File: src/rtl/daccess_align_unit.sv
// rtl/daccess_align_unit.sv - data-access aligner: splits, merges and extends pipeline accesses onto an aligned bus
// Optional feature macro: DACCESS_RMW_EN (stores become read-modify-write on a strobe-less memory)
module daccess_align_unit #(
  parameter int BUS_BYTES = 4,
  parameter int ADDR_W    = 32
) (
  input  logic                   clk,
  input  logic                   reset,
  input  logic                   dreq_valid,
  output logic                   dreq_ready,
  input  logic [ADDR_W-1:0]      dreq_addr,
  input  logic                   dreq_wen,
  input  logic [1:0]             dreq_size,
  input  logic                   dreq_signed,
  input  logic [8*BUS_BYTES-1:0] dreq_wdata,
  output logic                   dresp_valid,
  input  logic                   dresp_ready,
  output logic [ADDR_W-1:0]      dresp_addr,
  output logic [8*BUS_BYTES-1:0] dresp_rdata,
  output logic                   memreq_valid,
  input  logic                   memreq_ready,
  output logic [ADDR_W-1:0]      memreq_addr,
  output logic                   memreq_wen,
  output logic [BUS_BYTES-1:0]   memreq_wstrb,
  output logic [8*BUS_BYTES-1:0] memreq_wdata,
  input  logic                   memresp_valid,
  input  logic [8*BUS_BYTES-1:0] memresp_rdata
);
  localparam int BW    = 8 * BUS_BYTES;
  localparam int OFF_W = $clog2(BUS_BYTES);

  typedef enum logic [3:0] {IDLE, RD1, RW1, RD2, RW2, MERGE, RESP, WR1, WR2} state_t;
  state_t state, state_nx;

  logic [ADDR_W-1:0]      addr_q, base_q, base_hi;
  logic [OFF_W-1:0]       off_q;
  logic [3:0]             nbytes_q;
  logic                   wen_q, signed_q, two_q, live_q;
  logic [2*BW-1:0]        wdata_q;
  logic [2*BUS_BYTES-1:0] strb_q;
  logic [BW-1:0]          rd1_q, rd2_q, rdata_q;

  logic [OFF_W-1:0]       req_off;
  logic [3:0]             req_nbytes;
  logic                   req_two, req_rmw;
  logic [2*BUS_BYTES-1:0] strb_mask, req_strb;
  logic [2*BW-1:0]        req_wdata;

  logic [2*BW-1:0]        rd_cat, wr_merge;
  logic [BW-1:0]          rd_sh, load_ext;
  logic                   sign_bit;

  assign base_hi = base_q + ADDR_W'(BUS_BYTES);

  // Decode the incoming request: clamped size, bus offset, beat count, and store data/strobes shifted into a two-beat window
  always_comb begin
    req_off    = dreq_addr[OFF_W-1:0];
    req_nbytes = 4'd1 << dreq_size;
    if (req_nbytes > 4'(BUS_BYTES)) req_nbytes = 4'(BUS_BYTES);
    req_two    = (5'(req_off) + 5'(req_nbytes)) > 5'(BUS_BYTES);
    for (int i = 0; i < 2*BUS_BYTES; i++) strb_mask[i] = (5'(i) < 5'(req_nbytes));
    req_strb   = strb_mask << req_off;
    req_wdata  = {{BW{1'b0}}, dreq_wdata} << {req_off, 3'b000};
`ifdef DACCESS_RMW_EN
    // Only an aligned full-width store can skip the read on a strobe-less memory
    req_rmw    = dreq_wen && !((req_off == '0) && (req_nbytes == 4'(BUS_BYTES)));
`else
    req_rmw    = 1'b0;
`endif
  end

  // Merge the captured beats: shifted/extended load result and store bytes overlaid onto read data
  always_comb begin
    rd_cat   = {rd2_q, rd1_q};
    rd_sh    = BW'(rd_cat >> {off_q, 3'b000});
    sign_bit = 1'b0;
    for (int i = 0; i < BUS_BYTES; i++)
      if (4'(i) == nbytes_q - 4'd1) sign_bit = rd_sh[8*i+7];
    for (int i = 0; i < BUS_BYTES; i++)
      load_ext[8*i +: 8] = (4'(i) < nbytes_q) ? rd_sh[8*i +: 8] : {8{signed_q & sign_bit}};
    for (int i = 0; i < 2*BUS_BYTES; i++)
      wr_merge[8*i +: 8] = strb_q[i] ? wdata_q[8*i +: 8] : rd_cat[8*i +: 8];
  end

  // State register
  always_ff @(posedge clk or posedge reset) begin
    if (reset) state <= IDLE;
    else       state <= state_nx;
  end

  // Next-state and output decode; outputs depend on registered state only
  always_comb begin
    state_nx     = state;
    dreq_ready   = 1'b0;
    dresp_valid  = 1'b0;
    dresp_addr   = '0;
    dresp_rdata  = '0;
    memreq_valid = 1'b0;
    memreq_addr  = '0;
    memreq_wen   = 1'b0;
    memreq_wstrb = '0;
    memreq_wdata = '0;
    case (state)
      IDLE: begin
        dreq_ready = live_q;
        if (dreq_valid && live_q) state_nx = (!dreq_wen || req_rmw) ? RD1 : WR1;
      end
      RD1: begin
        memreq_valid = 1'b1;
        memreq_addr  = base_q;
        memreq_wstrb = '1;
        if (memreq_ready) state_nx = RW1;
      end
      RW1: if (memresp_valid) state_nx = two_q ? RD2 : MERGE;
      RD2: begin
        memreq_valid = 1'b1;
        memreq_addr  = base_hi;
        memreq_wstrb = '1;
        if (memreq_ready) state_nx = RW2;
      end
      RW2: if (memresp_valid) state_nx = MERGE;
      MERGE: state_nx = wen_q ? WR1 : RESP;
      RESP: begin
        dresp_valid = 1'b1;
        dresp_addr  = addr_q;
        dresp_rdata = rdata_q;
        if (dresp_ready) state_nx = IDLE;
      end
      WR1: begin
        memreq_valid = 1'b1;
        memreq_wen   = 1'b1;
        memreq_addr  = base_q;
`ifdef DACCESS_RMW_EN
        memreq_wstrb = '1;
`else
        memreq_wstrb = strb_q[BUS_BYTES-1:0];
`endif
        memreq_wdata = wdata_q[BW-1:0];
        if (memreq_ready) state_nx = two_q ? WR2 : IDLE;
      end
      WR2: begin
        memreq_valid = 1'b1;
        memreq_wen   = 1'b1;
        memreq_addr  = base_hi;
`ifdef DACCESS_RMW_EN
        memreq_wstrb = '1;
`else
        memreq_wstrb = strb_q[2*BUS_BYTES-1:BUS_BYTES];
`endif
        memreq_wdata = wdata_q[2*BW-1:BW];
        if (memreq_ready) state_nx = IDLE;
      end
      default: state_nx = IDLE;
    endcase
  end

  // Datapath: capture on accept, save beats, form merged result; live_q keeps dreq_ready low while in reset
  always_ff @(posedge clk or posedge reset) begin
    if (reset) begin
      live_q   <= 1'b0;
      addr_q   <= '0;
      base_q   <= '0;
      off_q    <= '0;
      nbytes_q <= '0;
      wen_q    <= 1'b0;
      signed_q <= 1'b0;
      two_q    <= 1'b0;
      wdata_q  <= '0;
      strb_q   <= '0;
      rd1_q    <= '0;
      rd2_q    <= '0;
      rdata_q  <= '0;
    end else begin
      live_q <= 1'b1;
      case (state)
        IDLE: if (dreq_valid && live_q) begin
          addr_q   <= dreq_addr;
          base_q   <= {dreq_addr[ADDR_W-1:OFF_W], {OFF_W{1'b0}}};
          off_q    <= req_off;
          nbytes_q <= req_nbytes;
          wen_q    <= dreq_wen;
          signed_q <= dreq_signed;
          two_q    <= req_two;
          wdata_q  <= req_wdata;
          strb_q   <= req_strb;
        end
        RW1: if (memresp_valid) rd1_q <= memresp_rdata;
        RW2: if (memresp_valid) rd2_q <= memresp_rdata;
        MERGE: begin
          if (wen_q) wdata_q <= wr_merge;
          else       rdata_q <= load_ext;
        end
        default: ;
      endcase
    end
  end
endmodule
File: config.mk
export PLATFORM = sky130hd
export DESIGN_NAME = daccess_align_unit
export DESIGN_NICKNAME = d
export VERILOG_FILES = /design/src/rtl/daccess_align_unit.sv
export SDC_FILE = /design/constraint.sdc
export NUM_CORES = 1
export LEC_CHECK = 0
export ABC_AREA = 1
export BUFFER_PORTS_ARGS = -buffer_cell sky130_fd_sc_hd__buf_2
export CORE_ASPECT_RATIO = 1.25
export CORE_MARGIN = 2
export CORE_UTILIZATION = 35
export DETAILED_ROUTE_END_ITERATION = 8
export GPL_ROUTABILITY_DRIVEN = 0
export SETUP_SLACK_MARGIN = 0.5
export SLEW_MARGIN = 5
export SYNTH_ARGS = -nofsm -noshare
export SYNTH_HDL_FRONTEND = slang
export SYNTH_SLANG_ARGS = --single-unit
File: constraint.sdc
create_clock -name clk -period 15.89 [get_ports clk]
set_input_delay 3.178 -clock clk [delete_from_list [all_inputs] [get_ports clk]]
set_output_delay 3.178 -clock clk [all_outputs]
set_load 0.02 [all_outputs]
==> impl_metrics.yaml <==
finish:
  final_core_util: 0.419
  n_fill_cell: 3741
  multi_input_comb_area_um2: 5660
  final_design_area_no_fill_um2: 14800
  finish.cell_count_without_fillers: 2423
  layout-area-overhead-vs-synth_pct: 18.6
  number_of_nets_at_the_end_of_the_flow: 2037
  layout.area.seq_um2: 5310
  share_of_cells_above_drive_strength_1: 0.184
timing:
  layout_min_cycle_time_ns: 6.27
  totalNegativeSetupSlack_ns: 0
  final_count_of_hold_timing_violations: 0
  post-route-period-util: 0.395
  grt_setup_unrepaired: "false"
  holdWs_ns: 0.480
  timing_worst_slew_pin_value_ns: 1.13
  finalWorstSetupSlack_ns: 9.62
  max-slew-margin-rel: 0.246
  fin_skew_ns: 0.0138
  timing_max_transition_violations_final: 0
  maxClockFrequency_mhz: 159
  setup-violations-final: 0
min_path:
  hold_path_startpoint: "nbytes_q[3]$_DFFE_PP0P_"
  timing.hold.worst.class: "flop to flop"
worst_setup_path:
  last_element_of_the_critical_path: "memreq_wstrb[1]"
  critical_path.reg2reg.endpoint: "state[2]$_DFFE_PP0P_"
  worst_r2r_startpoint: "state[3]$_DFFE_PP0P_"
  setup_cp_type: "flop to primary output"
  regToRegSetupSlack_ns: 13.24
  worst_r2r_path_depth: 8
  cp_data_arrival_time_ns: 3.10
  critical_path.startpoint: "state[3]$_DFFE_PP0P_"
  cp-end-kind: "primary output"
  crit_fanout: 29
  kind_of_launch_point_of_the_worst_setup_path: "flop"
  critPathRequiredTime_ns: 12.71
global_routing:
  maximum_number_of_pins_on_one_net_before_global_route_repair: 82
  grt.overflow.total: 0
  grt_first_pass_wirelength_um: 69500
  grt_pass1_vias: 12000
  grt_usage: 0.238
  grt_antenna_before_repair: 4
logic_synthesis:
  synth.most_common_cell: "nand2_1"
  syn_inst: 1742
  netlist_area_um2: 12500
  syn_avg_cell_area_um2: 7.15
  seq_area_frac_synth: 0.426
  yosys_warnings: 0
  ys_top_cells_by_area: "dfrtp_1, nand2_1, o21ai_0"
  synth_seq_cells: 212
  netlist.top_cell.by_area: "dfrtp_1"
  synth_ff_type: "dfrtp_1"
  synth-async-reset-ratio: 1.00
  synth.cells.most_frequent: "nand2_1, inv_1, o21ai_0, dfrtp_1, nor2_1"
  synthDominantCellAreaShare: 0.426
  synth-edff-count: 0
  synth_cell_types: 43
route:
  routed_wirelength_um: 45100
  ant_nets: 0
  drt-pass1-iter-count: 9
  vias_per_cell: 5.22
  mean_routed_wirelength_per_cell_um: 18.6
  initialDrtViolationCount: 1452
  drc: 0
  via_count: 12600
clock_network:
  cts-resized-gates: 0
  clock-sinks: 212
  cts_post_setup_buffers_inserted: 0
  worst_skew_pair.late_latency_ns: 0.54
  cts-htree-levels: 1
  cts_inserted_buffers: 24
  cts_tree: "done"
  clkTransAtPathRegs_ns: 0.07
  cts_root_buf: "clkbuf_16"
  cts.hold.buffers_added: 0
  max-clock-path-buffers: 3
floorplanning:
  floorplan_die_area_um2: 37100
  io-pin-count: 242
  floorplan.rows: 77
  start_util: 0.353
  core-area_um2: 35300
  die-width_um: 173
  die-height_um: 215
place:
  placedInstanceArea_um2: 13900
  hpwl_um: 33600
  buffer_ports.inserted: 239
  dp_cells: 2375
  place_worst_setup_slack_ns: 10.20
power:
  power.density_cell_area_nw_per_um2: 192
  final_total_pwr_mw: 2.84
  p_leak_nw: 7.61
  peak_supply_drop_mv: 0.0854
run_status:
  run_status: "completed"
job:
  cap_viol_max_count: 0
cell usage in the layout (no fill, tap or decap), types with 14 or more instances in the layout:
cell and instances:
a21oi_1 65, buf_2 239, buf_4 14, clkbuf_16 25, dfrtp_1 212, inv_1 271
nand2_1 438, nand3_1 79, nor2_1 125, o21ai_0 266, o21ai_2 14, o221ai_1 26
o22ai_1 41
report_power, final:
part	total [mW]	switching [mW]	leakage, nW	internal (mW)
clock network	0.606	0.248	0.415	0.358
logic	1.24	0.873	4.54	0.364
registers	0.992	0.210	2.65	0.782
total	2.84	1.33	7.61	1.50
cells by family after synthesis:
kind of cell,Yosys count,share of synthesized area
xor gates and xnor gates,1,0.000703
other,2,0.000603
adders and majority gates,4,0.00462
AOI/OAI and AO/OA,442,0.205
DFF,212,0.426
buffers and inverters,372,0.121
muxes,13,0.0112
and+or+nand+nor,696,0.231
worst max-delay path, stage by stage, from the launching register on:
cell and delay, ns:
dfrtp_1 0.43, nor2_4 0.21, inv_1 0.07, nor2_1 0.58
inv_1 0.67, o221ai_1 0.36, buf_2 0.22
state kept, by name, indices dropped and copies added, names as in the netlist:
signal and flops:
wen_q 1, signed_q 1, rd1_q 32, live_q 1, wdata_q 64, rd2_q 32, addr_q 32, rdata_q 32
state 4, strb_q 8, two_q 1, nbytes_q 4
routing by layer:
metal	track usage	vias up	wire (um)
li1	-	5992	-
met1	0.297	5888	17900
met2	0.400	632	21400
met3	0.0386	126	3310
met4	0.116	4	2500
met5	0	-	25
worst min-delay path by stage:
stage,end,slack (ns),depth (start not counted)
after floorplan,nbytes_q[3]$_DFFE_PP0P_,0.44,2
after detailed placement,nbytes_q[3]$_DFFE_PP0P_,0.46,2
after global placement,nbytes_q[3]$_DFFE_PP0P_,0.46,2
after CTS,nbytes_q[3]$_DFFE_PP0P_,0.48,2
after global routing,nbytes_q[3]$_DFFE_PP0P_,0.49,2
final,nbytes_q[3]$_DFFE_PP0P_,0.48,2
final cells by class:
| type | instances | area share |
|---|---|---|
| inverter | 277 | 0.0721 |
| timing repair buffer | 253 | 0.0881 |
| antenna | 4 | 0.000677 |
| tap | 474 | 0.0401 |
| sequential | 212 | 0.359 |
| clock buffer | 28 | 0.0438 |
| multi-input combinational | 1159 | 0.383 |
| clock inverter | 16 | 0.0133 |
Note: power is estimated with default switching activity, not from simulation.
